`src/rtl/uart_byte_rx.sv`:
```
// uart_byte_rx: 8N1 UART receiver with an AXI-Stream master output.
//
// Recovers frames from the asynchronous rx_i line (LSB first, one stop bit)
// using the same prescale convention as uart_tx: bit period = prescale_i*8
// clock cycles (prescale_i == 0 behaves as 1).
//
// Ports:
//   clk_i            system clock, rising edge
//   rst_i            synchronous active-high reset
//   rx_i             serial line, idles high
//   prescale_i       baud setting, latched at each start detection
//   m_axis_tdata_o   received byte
//   m_axis_tvalid_o  byte available, held until tvalid && tready
//   m_axis_tready_i  consumer accepts the byte
//   busy_o           frame in progress (state != IDLE)
//   overrun_error_o  1-cycle pulse: new byte overwrote an unaccepted one
//   frame_error_o    1-cycle pulse: stop bit sampled low
//
// Build option: define UART_RX_MAJORITY_EN to take every start/data/stop
// decision as the 2-of-3 majority of the synchronized line around the
// nominal sample cycle. All decisions (and tvalid) then land one cycle later.

module uart_byte_rx #(
    parameter int DATA_WIDTH = 8
) (
    input  logic                  clk_i,
    input  logic                  rst_i,
    input  logic                  rx_i,
    input  logic [15:0]           prescale_i,
    output logic [DATA_WIDTH-1:0] m_axis_tdata_o,
    output logic                  m_axis_tvalid_o,
    input  logic                  m_axis_tready_i,
    output logic                  busy_o,
    output logic                  overrun_error_o,
    output logic                  frame_error_o
);

    localparam int BW = $clog2(DATA_WIDTH + 1);

    typedef enum logic [2:0] {
        S_IDLE,
        S_START,
        S_DATA,
        S_STOP,
        S_WAIT_HIGH
    } state_t;

    state_t                state_q, state_d;
    logic                  rx_meta, rxs;
    logic                  sample;
    logic [18:0]           cnt_q, cnt_d;
    logic [18:0]           period_q, period_d;
    logic [18:0]           start_at;
    logic [BW-1:0]         bits_q, bits_d;
    logic [DATA_WIDTH-1:0] shreg_q, shreg_d;
    logic                  load_byte, frame_err;
    logic [15:0]           psc;

    // Two-flop synchronizer; resets to the idle (high) line level.
    always_ff @(posedge clk_i) begin
        if (rst_i) begin
            rx_meta <= 1'b1;
            rxs     <= 1'b1;
        end else begin
            rx_meta <= rx_i;
            rxs     <= rx_meta;
        end
    end

`ifdef UART_RX_MAJORITY_EN
    // Decision is made one cycle after the nominal sample so that rxs holds
    // the +1 sample while the two history flops hold 0 and -1.
    localparam logic [18:0] START_LAG = 19'd1;
    logic rxs_q, rxs_qq;

    always_ff @(posedge clk_i) begin
        if (rst_i) begin
            rxs_q  <= 1'b1;
            rxs_qq <= 1'b1;
        end else begin
            rxs_q  <= rxs;
            rxs_qq <= rxs_q;
        end
    end

    assign sample = (rxs & rxs_q) | (rxs & rxs_qq) | (rxs_q & rxs_qq);
`else
    localparam logic [18:0] START_LAG = 19'd0;
    assign sample = rxs;
`endif

    assign psc      = (prescale_i == 16'd0) ? 16'd1 : prescale_i;
    // Only the start delay carries the lag; data/stop spacing stays P, so
    // every later decision inherits the same one-cycle shift.
    assign start_at = {1'b0, period_q[18:1]} - 19'd1 + START_LAG;

    always_ff @(posedge clk_i) begin
        if (rst_i) begin
            state_q  <= S_IDLE;
            cnt_q    <= '0;
            period_q <= 19'd8;
            bits_q   <= '0;
            shreg_q  <= '0;
        end else begin
            state_q  <= state_d;
            cnt_q    <= cnt_d;
            period_q <= period_d;
            bits_q   <= bits_d;
            shreg_q  <= shreg_d;
        end
    end

    always_comb begin
        state_d   = state_q;
        cnt_d     = cnt_q + 19'd1;
        period_d  = period_q;
        bits_d    = bits_q;
        shreg_d   = shreg_q;
        load_byte = 1'b0;
        frame_err = 1'b0;
        case (state_q)
            S_IDLE: begin
                cnt_d = '0;
                if (!rxs) begin
                    period_d = {psc, 3'b000};
                    state_d  = S_START;
                end
            end
            S_START: begin
                if (cnt_q == start_at) begin
                    cnt_d   = '0;
                    bits_d  = '0;
                    state_d = sample ? S_IDLE : S_DATA;  // high here = glitch
                end
            end
            S_DATA: begin
                if (cnt_q == period_q - 19'd1) begin
                    cnt_d   = '0;
                    shreg_d = {sample, shreg_q[DATA_WIDTH-1:1]};
                    bits_d  = bits_q + 1'b1;
                    if (bits_q == BW'(DATA_WIDTH - 1))
                        state_d = S_STOP;
                end
            end
            S_STOP: begin
                if (cnt_q == period_q - 19'd1) begin
                    cnt_d = '0;
                    if (sample) begin
                        load_byte = 1'b1;
                        state_d   = S_IDLE;
                    end else begin
                        frame_err = 1'b1;
                        state_d   = S_WAIT_HIGH;
                    end
                end
            end
            S_WAIT_HIGH: begin
                // Hold off until the line recovers so a break is not
                // decoded as a train of start bits.
                cnt_d = '0;
                if (rxs)
                    state_d = S_IDLE;
            end
            default: state_d = S_IDLE;
        endcase
    end

    // Output register: a new byte load wins over a same-cycle handshake.
    always_ff @(posedge clk_i) begin
        if (rst_i) begin
            m_axis_tdata_o  <= '0;
            m_axis_tvalid_o <= 1'b0;
            overrun_error_o <= 1'b0;
            frame_error_o   <= 1'b0;
        end else begin
            overrun_error_o <= load_byte && m_axis_tvalid_o && !m_axis_tready_i;
            frame_error_o   <= frame_err;
            if (load_byte) begin
                m_axis_tdata_o  <= shreg_q;
                m_axis_tvalid_o <= 1'b1;
            end else if (m_axis_tvalid_o && m_axis_tready_i) begin
                m_axis_tvalid_o <= 1'b0;
            end
        end
    end

    assign busy_o = (state_q != S_IDLE);

endmodule

```
`config.mk`:
```
export PLATFORM = sky130hd
export DESIGN_NAME = uart_byte_rx
export DESIGN_NICKNAME = d
export VERILOG_FILES = /design/src/rtl/uart_byte_rx.sv
export SDC_FILE = /design/constraint.sdc
export NUM_CORES = 1
export LEC_CHECK = 0
export CORE_ASPECT_RATIO = 2
export CORE_MARGIN = 8
export CORE_UTILIZATION = 50
export DETAILED_ROUTE_END_ITERATION = 6
export GPL_TIMING_DRIVEN = 0
export PLACE_DENSITY = 0.71
export SLEW_MARGIN = 25
export SYNTH_ARGS = -nofsm -noshare
export SYNTH_HDL_FRONTEND = slang
export SYNTH_SLANG_ARGS = --single-unit
```
`constraint.sdc`:
```
create_clock -name clk_i -period 7.6 [get_ports clk_i]
set_input_delay 0.76 -clock clk_i [delete_from_list [all_inputs] [get_ports clk_i]]
set_output_delay 0.76 -clock clk_i [all_outputs]
set_load 0.02 [all_outputs]
```
# Word level (Yosys, flattened, before mapping)

Cells that the tools add are included.

$add $sub $neg: 4
Eq/ne operators: 13
Multiplexer cells: 22
Bitwise gates (word level): 3
Reductions and logical operators: 16

Operator list:

| cell                                                                   | number |
|---|---|
| 19-bit case mux with 3 select lines                                    | 1 |
| 19-bit equality test                                                   | 2 |
| 19-bit 2-to-1 mux                                                      | 2 |
| 3-bit 2-to-1 mux                                                       | 7 |
| 19-bit by 1-bit adder with 19-bit output (second input constant)       | 1 |
| 18-bit by 1-bit subtractor with 19-bit output (second input constant)  | 1 |
| 19-bit by 1-bit subtractor with 19-bit output (second input constant)  | 1 |
| 16-bit zero test                                                       | 1 |
| 16-bit 2-to-1 mux                                                      | 1 |
| 3-bit case mux with 5 select lines                                     | 1 |
| 2-bit != test (second input constant)                                  | 6 |
| 4-bit 2-to-1 mux                                                       | 2 |
| 4-bit case mux with 2 select lines                                     | 1 |
| 3-bit by 2-bit equality test with 1-bit output (second input constant) | 2 |
| 1-bit 2-to-1 mux                                                       | 6 |
| 6-bit AND reduction                                                    | 1 |
| 4-bit by 1-bit adder with 4-bit output (second input constant)         | 1 |
| 4-bit by 3-bit equality test with 1-bit output (second input constant) | 1 |
| 2-bit AND reduction                                                    | 2 |
| 2-bit nonzero test                                                     | 2 |
| 2-bit OR reduction                                                     | 2 |
| 3-bit by 1-bit equality test with 1-bit output (second input constant) | 1 |
| 3-bit equality test (second input constant)                            | 1 |
| 1-bit logical AND                                                      | 3 |
| 7 further kinds                                                        | 9 |

Bits in registers: 63
Input bits: 20
Output and inout port bits: 12
Word-level logic and storage cells: 69

# Logic depth before layout (Yosys ltp)

Depth after elaboration: 6
Depth in mapped cells: 14
Depth with buffers taken out: 10

# Worst setup path before layout

No wires, ideal clock.

Path kind: reg2reg
Start point: reg period_q[3]
End point: reg bits_q[3]
Library setup time: 0.071 ns
Arrival time: 3.126 ns
Required time: 7.529 ns
Slack: 4.403 ns
Cell stages (with the launch flop): 14
Path buffers: 3
Clock period less this slack: 3.197 ns
Path through: dfxtp_1 > buf_4 > inv_1 > ha_1 > or3b_1 > buf_2 > nor4_1 > xnor2_1 > o2111a_1 > nand4_2 > or4_1 > buf_2 > or3_1 > a21oi_1

Word-level cells in the longest chain between the ends: 4
Elaborated cells on any way between the ends: 7
Classes of those cells: 2 x add/sub; 4 x eq/ne; 1 x reduce/logical

RTL lines:

| item                                                                                                           | RTL line | text |
|---|---|---|
| start, declared                                                                                                | 52       | `logic [18:0] period_q, period_d;` |
| start signal, assigned                                                                                         | 107      | `period_q <= period_d;` |
| 19-bit by 1-bit subtractor with 19-bit output or 18-bit by 1-bit subtractor with 19-bit output (tied branches) | 137, 95  |  |
| 19-bit equality test, on equally long branches                                                                 | 137, 130 |  |
| 2-bit != test (no line)                                                                                        | --       |  |
| 3-bit AND reduction (no line) (*)                                                                              | --       |  |
| end signal, assigned                                                                                           | 108      | `bits_q <= bits_d;` |
| end, declared                                                                                                  | 54       | `logic [BW-1:0] bits_q, bits_d;` |

Every way passes the cells marked *; elsewhere a longest branch is shown, timed or not.
A chain may end at the register's enable or synchronous reset.

# Final worst setup path

Start point: reg period_q[3]
End point: reg cnt_q[11]

Word-level cells in the longest chain between the ends: 4
Elaborated cells on any way between the ends: 7
Classes of those cells: 2 x add/sub; 2 x eq/ne; 3 x mux

RTL lines:

| item                                                                                                           | RTL line      | text |
|---|---|---|
| 19-bit by 1-bit subtractor with 19-bit output or 18-bit by 1-bit subtractor with 19-bit output (tied branches) | 137, 146, 95  |  |
| 19-bit equality test, on equally long branches                                                                 | 137, 146, 130 |  |
| 19-bit 2-to-1 mux, on equally long branches                                                                    | 137, 146, 130 |  |
| 19-bit case mux with 3 select lines (*)                                                                        | 121           | `case (state_q)` |
| end signal, assigned                                                                                           | 106           | `cnt_q <= cnt_d;` |
| end, declared                                                                                                  | 51            | `logic [18:0] cnt_q, cnt_d;` |

Marked as above.

==> qor.tcl <==
set qor(run_status) {complete, no violations}
set qor(core.rowCount) 44
set qor(transition_at_the_pin_with_the_smallest_max_transition_slack_ns) 0.5753
set qor(ant_nets) 0
set qor(insertion_delay_ns) 0.33
set qor(die_area_sq_mm) 0.01043
set qor(largest_net_degree_at_the_start_of_global_routing) 12
set qor(placed_cells) 569
set qor(grt_remaining_overflow) 0
set qor(holdBufCountCts) 0
set qor(maxCapViolations) 0
set qor(post_route_cells_drive_above_1_share_pct) 8.316
set qor(synth-seq-cells) 63
set qor(critical_path.n_buffers_inverters) 5
set qor(insertedDiodeCount) 0
set qor(timing.clock.skew_ns) 0.007747
set qor(async_reset_ff_share_pct) 0
set qor(routed_wl_mm) 9.082
set qor(synth_nets) 470
set qor(cp_slowest_stage_delay_ns) 0.56
set qor(irDropWorstVdd_v) 0.0001676
set qor(timing.final.max_slew_violations) 0
set qor(synth_area_per_cell_sq_um) 8.137
set qor(final_util_pct) 61.35
set qor(synth.largest_area_cell) {sky130_fd_sc_hd__dfxtp_1}
set qor(place_ws_ns) 3.852
set qor(h-tree-depth) 3
set qor(max_root_sink_buffers) 2
set qor(iteration_0_drc_markers) 185
set qor(final_weighted_congestion_in_routability_driven_placement) 0.9454
set qor(tritoncts_sink_count) 63
set qor(seqCellArea_sq_mm) 0.001261
set qor(setup-tns-final_ns) 0
set qor(timing.critical_path.required_ns) 7.82
set qor(timing.final.crit_period_ns) 3.782
set qor(io_buffer_count) 30
set qor(number_of_antenna_violations_at_the_first_check_in_global_routing) 0
set qor(post_synth_num_cell_types) 57
set qor(r2r_slack_ns) 3.82
set qor(synth_warnings) 0
set qor(clock.fmax_ghz) 0.2644
set qor(dominant_delay_contributor_by_cell_family_on_the_critical_path) {simple AND/OR/NAND/NOR gates}
set qor(synthCells) 447
set qor(relSlewSlack_pct) 61.29
set qor(tritoncts_clock_tree) {built}
set qor(startpoint_type) {flop}
set qor(fill_cell_instance_count_of_the_final_layout) 638
set qor(synth_edf_count) 0
set qor(layout.cells.non_filler) 585
set qor(clk_pin_slew_ns) 0.05
set qor(grt_pass1_vias) 3116
set qor(cell_chain_critical_path) {buf_4 > inv_1 > ha_1 > or3b_1 > buf_2 > nor4_1 > mux2i_1 > and4b_1 > nand4_1 > o41ai_1 > o31a_1 > buf_2 > buf_2 > nor2_1}
set qor(hold_depth) 1
set qor(min_from) {rx_meta$_SDFF_PP1_}
set qor(critical_path_sink_type) {flop}
set qor(cts-resized-gates) 0
set qor(placeableCoreArea_sq_mm) 0.007157
set qor(multiInputGateArea_sq_mm) 0.002170
set qor(syn_to_final_growth_pct) 20.71
set qor(min_delay_worst_endpoint) {rxs$_SDFF_PP1_}
set qor(fin_nets) 511
set qor(vias_per_inst) 5.535
set qor(wl_per_cell_um) 15.52
set qor(criticalPathCategory) {reg -> reg}
set qor(synth_ff_type) {sky130_fd_sc_hd__dfxtp_1}
set qor(yosys-top-cells-area) {sky130_fd_sc_hd__dfxtp_1, sky130_fd_sc_hd__xnor2_1, sky130_fd_sc_hd__nor2_1, sky130_fd_sc_hd__mux2i_1, sky130_fd_sc_hd__xor2_1}
set qor(cts_root_buffer) {sky130_fd_sc_hd__clkbuf_16}
set qor(setup-violations-final) 0
set qor(grt_pass1_wl_mm) 15.20
set qor(io_pins) 32
set qor(worst_r2r_startpoint) {period_q[3]$_SDFFE_PP1P_}
set qor(total_power_mw) 0.8788
set qor(dpl_hpwl_mm) 6.775
set qor(hold_path.class) {reg -> reg}
set qor(p_per_area_mw_per_mm2) 200.2
set qor(mappedNetlistArea_sq_mm) 0.003637
set qor(worstReg2RegEnd) {cnt_q[11]$_SDFF_PP0_}
set qor(synth_top_cell_area_share_pct) 34.67
set qor(aggregate_global_route_resource_usage_pct) 18.15
set qor(via_count) 3238
set qor(die_y_um) 136.6
set qor(worstPathArrival_ns) 4.00
set qor(worst_path_most_repeated_cell) {sky130_fd_sc_hd__buf_2}
set qor(drc_errors) 0
set qor(detailedRoute.firstPassIterationCount) 4
set qor(power.static_leakage_nw) 1.481
set qor(cts-buffers-inserted) 9
set qor(layout_setup_ws_ns) 3.818
set qor(period_share_pct) 49.76
set qor(post-cts-setup-buffers) 0
set qor(grt_setup_unrepaired) {no}
set qor(worst-path-max-fanout) 10
set qor(synth_sequential_area_ratio_pct) 34.67
set qor(reg2reg_depth) 14
set qor(cpMaxStageDelayCell) {sky130_fd_sc_hd__o41ai_1}
set qor(initial_utilization_pct) 50.82
set qor(die_width_um) 76.31
set qor(hold_viol) 0
-- layout make-up --
cell class / count / area share (%)
Inverter: 14 / 1.197
Sequential cell: 63 / 28.73
Buffer: 37 / 3.505
Tap cell: 92 / 2.622
Clock inverter: 6 / 2.479
Clock buffer: 10 / 5.215
Multi-Input combinational cell: 333 / 49.42
Timing Repair Buffer: 30 / 6.840
-- synth_stat cells, types with 4 or more instances --
library cell / instances
sky130_fd_sc_hd__inv_1: 14
sky130_fd_sc_hd__nand4_1: 8
sky130_fd_sc_hd__or2_2: 5
sky130_fd_sc_hd__a21oi_1: 25
sky130_fd_sc_hd__and3_1: 4
sky130_fd_sc_hd__or3_1: 5
sky130_fd_sc_hd__nand3_1: 15
sky130_fd_sc_hd__o21ai_0: 7
sky130_fd_sc_hd__xnor2_1: 33
sky130_fd_sc_hd__dfxtp_1: 63
sky130_fd_sc_hd__nor2_1: 57
sky130_fd_sc_hd__nand2b_1: 4
sky130_fd_sc_hd__and4_1: 6
sky130_fd_sc_hd__xor2_1: 21
sky130_fd_sc_hd__buf_2: 9
sky130_fd_sc_hd__nor4_1: 7
sky130_fd_sc_hd__nor3_1: 7
sky130_fd_sc_hd__o211ai_1: 4
sky130_fd_sc_hd__nand2_1: 46
sky130_fd_sc_hd__or4_1: 6
sky130_fd_sc_hd__mux2i_1: 19
sky130_fd_sc_hd__a211o_1: 4
sky130_fd_sc_hd__buf_1: 4
sky130_fd_sc_hd__clkbuf_1: 23
-- metal layers --
metal	up-vias	track usage, %	routed length, um	part of all wire (%)
li1	1640	-	-	-
met2	89	29.61	4352	48
met5	-	0	0	0
met4	0	10.34	323	3.6
met1	1488	21.52	4034	44
met3	21	3.947	372	4.1
-- sequential cells by signal, summed over array words and instances, names as in the netlist --
signal / count
overrun_error_o: 1
bits_q: 4
frame_error_o: 1
m_axis_tdata_o: 8
shreg_q: 8
m_axis_tvalid_o: 1
cnt_q: 19
rxs: 1
state_q: 3
rx_meta: 1
period_q: 16
-- cell families (layout without fill, tap and decap cells) --
group / Yosys count / after routing / share of synthesized area [%]
AOI/OAI and AO/OA: 65 / 65 / 12.04
xor gates and xnor gates: 55 / 55 / 13.45
adders and majority gates: 3 / 3 / 1.032
buffers and inverters: 51 / 97 / 5.676
DFF: 63 / 63 / 34.67
muxes: 19 / 19 / 5.229
and+or+nand+nor: 191 / 191 / 27.90
-- where the power goes --
group / internal (mW) / total, mW / switching [mW] / leakage, nW
Sequential: 0.334 / 0.337 / 0.00275 / 0.509
Combinational: 0.0327 / 0.0741 / 0.0414 / 0.805
Clock: 0.319 / 0.468 / 0.148 / 0.166
Total: 0.686 / 0.879 / 0.192 / 1.48
-- placed cells by master, fill, tap and decap left out, types with 14 or more instances in the layout --
master | synthesis | routed
sky130_fd_sc_hd__clkbuf_1 | 23 | 24
sky130_fd_sc_hd__nand3_1 | 15 | 15
sky130_fd_sc_hd__a21oi_1 | 25 | 25
sky130_fd_sc_hd__xor2_1 | 21 | 21
sky130_fd_sc_hd__dfxtp_1 | 63 | 63
sky130_fd_sc_hd__nand2_1 | 46 | 46
sky130_fd_sc_hd__xnor2_1 | 33 | 33
sky130_fd_sc_hd__clkdlybuf4s50_1 | 0 | 30
sky130_fd_sc_hd__nor2_1 | 57 | 57
sky130_fd_sc_hd__inv_1 | 14 | 14
sky130_fd_sc_hd__mux2i_1 | 19 | 19
-- stage by stage --
stage          hold slack [ns]  area, sq um
2_1_floorplan           0.3895         3637
5_1_grt                 0.4425         4390
3_5_place_dp            0.4178         4053
3_3_place_gp            0.3915         4053
4_1_cts                 0.4316         4390
6_report                0.4425         4390
-- worst max-delay path by stage --
| stage | to | from | slack (ns) | cells past startpoint |
|---|---|---|---|---|
| 2_1_floorplan | bits_q[3]$_SDFFE_PP0P_ | period_q[3]$_SDFFE_PP1P_ | 4.40 | 13 |
| 3_3_place_gp | cnt_q[12]$_SDFF_PP0_ | period_q[3]$_SDFFE_PP1P_ | 3.88 | 14 |
| 3_5_place_dp | cnt_q[16]$_SDFF_PP0_ | period_q[3]$_SDFFE_PP1P_ | 3.85 | 14 |
| 4_1_cts | cnt_q[10]$_SDFF_PP0_ | period_q[3]$_SDFFE_PP1P_ | 3.84 | 14 |
| 5_1_grt | cnt_q[14]$_SDFF_PP0_ | period_q[3]$_SDFFE_PP1P_ | 3.51 | 14 |
| 6_report | cnt_q[11]$_SDFF_PP0_ | period_q[3]$_SDFFE_PP1P_ | 3.82 | 14 |
No activity file was read; power rests on OpenSTA's default activity.
